`src/rtl/fetch_redirect.sv`:
```
// fetch_redirect: fetch PC register plus the decode-stage prediction record.
// Resolves conditional branches in decode against the prediction that fetched
// them and redirects the fetch PC one cycle after a misprediction.
// Optional macro BRANCH_STATS_EN builds saturating branch / misprediction
// counters; without it both counter ports are tied to zero.
module fetch_redirect #(
    parameter logic [31:0] RESET_PC = 32'h0000_0000
) (
    input  logic        clk,
    input  logic        rst,
    input  logic        stallF,
    input  logic        stallD,
    input  logic        pred_taken,
    input  logic [31:0] PC_pred,
    input  logic        branchD,
    input  logic        pcsrcD,
    input  logic [31:0] PCBranchD,
    output logic [31:0] PC,
    output logic        mispredictD,
    output logic        flushD,
    output logic [31:0] branch_count,
    output logic [31:0] mispredict_count
);

    logic [31:0] pc_q, pc_d;
    logic        vd_q, vd_d;
    logic        taken_q, taken_d;
    logic [31:0] target_q, target_d;
    logic [31:0] pcplus4_q, pcplus4_d;
    logic [31:0] pcplus4;
    logic [31:0] recovery;
    logic        resolve;
    logic        mismatch;

    assign pcplus4 = pc_q + 32'd4;
    // A record only resolves when it is valid and decode is advancing.
    assign resolve = vd_q & ~stallD;

    // Compare the carried prediction with the decode resolution
    always_comb begin
        mismatch = 1'b0;
        if (resolve) begin
            if (branchD && !taken_q && pcsrcD) begin
                mismatch = 1'b1;
            end else if (taken_q && !pcsrcD) begin
                mismatch = 1'b1;
            end else if (taken_q && pcsrcD && (target_q != PCBranchD)) begin
                mismatch = 1'b1;
            end else if (!branchD && taken_q) begin
                // Predictor aliased a non-branch as taken.
                mismatch = 1'b1;
            end
        end
        recovery = (branchD && pcsrcD) ? PCBranchD : pcplus4_q;
    end

    // Next fetch PC and next decode record
    always_comb begin
        pc_d      = pc_q;
        vd_d      = vd_q;
        taken_d   = taken_q;
        target_d  = target_q;
        pcplus4_d = pcplus4_q;

        if (mismatch) begin
            pc_d = recovery;
        end else if (stallF) begin
            pc_d = pc_q;
        end else if (pred_taken) begin
            pc_d = PC_pred;
        end else begin
            pc_d = pcplus4;
        end

        if (mismatch) begin
            // Flushed slot must never resolve.
            vd_d = 1'b0;
        end else if (stallD) begin
            vd_d = vd_q;
        end else if (stallF) begin
            vd_d = 1'b0;
        end else begin
            vd_d      = 1'b1;
            taken_d   = pred_taken;
            target_d  = PC_pred;
            pcplus4_d = pcplus4;
        end
    end

    // PC and decode record state
    always_ff @(posedge clk or posedge rst) begin
        if (rst) begin
            pc_q      <= RESET_PC;
            vd_q      <= 1'b0;
            taken_q   <= 1'b0;
            target_q  <= 32'h0;
            pcplus4_q <= 32'h0;
        end else begin
            pc_q      <= pc_d;
            vd_q      <= vd_d;
            taken_q   <= taken_d;
            target_q  <= target_d;
            pcplus4_q <= pcplus4_d;
        end
    end

    assign PC          = pc_q;
    assign mispredictD = mismatch;
    assign flushD      = mismatch;

`ifdef BRANCH_STATS_EN
    logic [31:0] branch_cnt_q;
    logic [31:0] mispred_cnt_q;

    // Saturating branch and misprediction counters
    always_ff @(posedge clk or posedge rst) begin
        if (rst) begin
            branch_cnt_q  <= 32'h0;
            mispred_cnt_q <= 32'h0;
        end else begin
            if (resolve && branchD && (branch_cnt_q != 32'hFFFF_FFFF)) begin
                branch_cnt_q <= branch_cnt_q + 32'd1;
            end
            if (mismatch && (mispred_cnt_q != 32'hFFFF_FFFF)) begin
                mispred_cnt_q <= mispred_cnt_q + 32'd1;
            end
        end
    end

    assign branch_count     = branch_cnt_q;
    assign mispredict_count = mispred_cnt_q;
`else
    assign branch_count     = 32'h0;
    assign mispredict_count = 32'h0;
`endif

endmodule
```
`config.mk`:
```
export PLATFORM = sky130hd
export DESIGN_NAME = fetch_redirect
export DESIGN_NICKNAME = d
export VERILOG_FILES = /design/src/rtl/fetch_redirect.sv
export SDC_FILE = /design/constraint.sdc
export NUM_CORES = 1
export LEC_CHECK = 0
export CORE_MARGIN = 5
export CORE_UTILIZATION = 54
export DETAILED_ROUTE_END_ITERATION = 10
export HOLD_SLACK_MARGIN = 0.12
export PLACE_DENSITY = 0.88
export SYNTH_ARGS = -nofsm -noshare
export SYNTH_HDL_FRONTEND = slang
export SYNTH_SLANG_ARGS = --single-unit
```
`constraint.sdc`:
```
create_clock -name clk -period 5.55 [get_ports clk]
set_input_delay 0.555 -clock clk [delete_from_list [all_inputs] [get_ports clk]]
set_output_delay 0.555 -clock clk [all_outputs]
set_load 0.02 [all_outputs]
```
==> impl_metrics.csv <==
group,metric,value,unit
sta,period_share,72.1,%
yosys,synth_top_family_by_area,"multiplexers",
critical_path,worstPathArrival,3.45,ns
critical_path,cp-end-kind,"primary output",
critical_path,path_cells,"clkdlybuf4s50_1 -> xor2_1 -> nor4_1 -> nand4_1 -> nor3_1 -> nor3_2 -> clkdlybuf4s50_1",
global_route,grt_pass1_wl,26500,um
yosys,synth_ff_type,"dfrtp_1",
sta,drv_slew,0,
sta,rsz0062_at_grt,"no",
cells_and_area,mostFrequentLayoutCells,"clkdlybuf4s50_1 (103), dfrtp_1 (98), mux2_2 (82)",
yosys,synth_fa_ha_area_share,0.195,%
yosys,synth-simple-area-share,11.2,%
die,dieArea,14200,um2
yosys,synth_top_area_share,38.2,%
die,std_cell_rows,39,
route,vias_per_cell,5.96,
clock_network,cts_resized,0,
die,die_h,119,um
clock_network,cts_max_path_buffers,2,
yosys,async_flop_share,100,%
sta,min_period,4.00,ns
sta,hold_viol_final,0,
clock_network,postCtsSetupBuffers,0,
yosys,synthTopCellsByArea,"dfrtp_1 (38%), mux2_2 (14%), mux2i_1 (8.9%), buf_4 (7.8%), xor2_1 (5.7%)",
clock_network,cts.clk_slew.worst_paths,0.07,ns
yosys,synth-edff-count,0,
worst_hold_path,hold_path_class,"in -> async",
yosys,syn-instance-count,609,
clock_network,cts_root_buf,"clkbuf_16",
power,power.total,2.71,mW
yosys,ys_seq_area_share,38.2,%
critical_path,path_class,"in -> out",
clock_network,htree_levels,3,
sta,slew_headroom,26.2,%
place,dp.final_hpwl,12000,um
yosys,yosys_warnings,0,
power,powerDensity,357,nW/um2
clock_network,clock_latency,0.35,ns
global_route,grt_max_degree,81,
critical_path,crit_top_cell,"clkdlybuf4s50_1",
sta,worst_pin_slew,1.10,ns
cells_and_area,syn2layout_area_growth,18.0,%
route,first_pass_iters,5,
route,drtIter0Drc,281,
yosys,ys_types,51,
yosys,ys_ff_latch,98,
die,floorplan.core_area,11500,um2
die,start_util,55.8,%
yosys,yosys.area.top_type,"dfrtp_1",
yosys,synth-compound-area-share,7.44,%
critical_path,start_kind,"primary input",
route,route.detailed.drc,0,
yosys,synthesis.area,6420,um2
sta,max_freq,250,MHz
cells_and_area,layout_commonest_cell,"clkdlybuf4s50_1",
sta,setup-violations-final,0,
place,place.gp.congestion,0.889,
route,wl_per_cell,20.3,um
critical_path,critPathRequiredTime,4.99,ns
global_route,grt_use_total,23.3,%
clock_network,holdBufCountCts,0,
global_route,antenna_found_initial,0,
sta,whs,0.481,ns
critical_path,path_delay_family,"simple AND/OR/NAND/NOR gates",
power,leakage,3.20,nW
route,routed_wirelength,17000,um
route,vias,4992,
sta,fin_skew,0.00870,ns
cells_and_area,n_antenna_cell,0,
critical_path,slowest_stage,"nor4_1",
outcome,status,"completed",
clock_network,cts_num_sinks,98,
yosys,synth_mux_area_share,23.8,%
critical_path,critPathMaxStageDelay,0.67,ns
clock_network,cts_made_buffers,9,
cells_and_area,fin_nets,761,
critical_path,path_max_fanout,9,
yosys,synth_xor_area_share,8.18,%
critical_path,path_buf_inv,2,
route,ant_nets,0,
die,fp.dieW,119,um
flow_run,drv_cap,0,
sta,tns,0,ns
place,port_buffers,104,
power,peakVddDrop,235,uV
clock_network,cts_tree,"built",
global_route,grt_pass1_vias,5006,
global_route,overflow,0,
cells_and_area,drive_above_1_share,17.0,%
yosys,postSynthAreaPerCell,10.5,um2
die,io_pins,169,
cells in the mapped netlist (2+ instances only):
master / n
a21oi_1: 14
o31a_1: 2
inv_1: 8
nor2b_1: 6
nand2_1: 17
xor2_1: 42
o22ai_1: 5
and4_1: 3
mux2_1: 3
o21bai_1: 7
and3_1: 3
and2_1: 2
clkbuf_2: 3
buf_4: 67
a32oi_1: 2
nand2b_1: 2
mux2_2: 82
nor4_1: 12
nor4_4: 4
or2_2: 3
or3_1: 2
a221oi_1: 7
buf_2: 15
dfrtp_1: 98
nand3_1: 13
o21ai_0: 9
a22oi_1: 4
a2bb2oi_1: 7
nand4_1: 10
nor3_1: 11
a21o_1: 2
nor2_1: 36
clkbuf_1: 17
xnor2_1: 18
mux2i_1: 57
power by group:
group | internal [mW] | switching [mW] | total, mW
clock | 0.376 | 0.277 | 0.653
combinational | 0.462 | 0.451 | 0.913
sequential | 0.917 | 0.225 | 1.14
worst reg2reg max path, delay by kind of cell (launching register included):
family	cells	cell delay, ns
AOI/OAI and AO/OA	1	0.28
xor gates and xnor gates	1	0.19
buffers and inverters	1	0.41
DFF	1	0.40
muxes	1	0.43
and+or+nand+nor	3	1.38
cell families (layout without fill, tap and decap cells):
group / Yosys count / count (layout)
DFF: 98 / 98
adders and majority gates: 1 / 1
buffers and inverters: 112 / 134
AOI/OAI and AO/OA: 68 / 68
muxes: 142 / 142
other: 1 / 64
and+or+nand+nor: 127 / 127
xor gates and xnor gates: 60 / 60
registers in the layout (all words and copies together), names as in the netlist:
signal	cells
PC	32
target_q	32
vd_q	1
pcplus4_q	32
taken_q	1
layer usage:
metal | up-vias | wire length, um | track usage [%]
li1 | 2190 | - | -
met3 | 49 | 1730 | 5.92
met5 | - | 0 | 0
met1 | 2456 | 6510 | 29.2
met4 | 0 | 532 | 8.33
met2 | 297 | 8210 | 39.1
worst paths after layout:
kind	startpoint	to	slack, ns	depth (start not counted)
min	rst	pcplus4_q[1]	0.48	2
max in group asynchronous	rst	PC[20]	3.76	3
max	PCBranchD[12]	mispredictD	1.55	7
min reg2reg	vd_q	vd_q	0.51	2
min in group clk	vd_q	vd_q	0.51	2
max reg2reg	target_q[12]	pcplus4_q[6]	2.34	7
final cells by class:
type                       count  area, um2
sequential                    98       2450
clock inverter                 5       60.1
inverter                       8       31.3
timing repair buffer         110       1080
multi-input combinational    462       3520
fill                         856       3940
clock buffer                  11        253
tap                          143        179
metrics by stage:
| step | cells | worst slack (ns) | util, % | cell area [um2] |
|---|---|---|---|---|
| global route | 837 | 1.43 | 65.8 | 7580 |
| global placement | 821 | 1.67 | 63.1 | 7270 |
| floorplan | 672 | 2.43 | - | 6660 |
| CTS | 837 | 1.62 | 65.8 | 7580 |
| detailed placement | 821 | 1.65 | 63.1 | 7270 |
| finish | 837 | 1.55 | 65.8 | 7580 |
No activity file was read; power rests on OpenSTA's default activity.
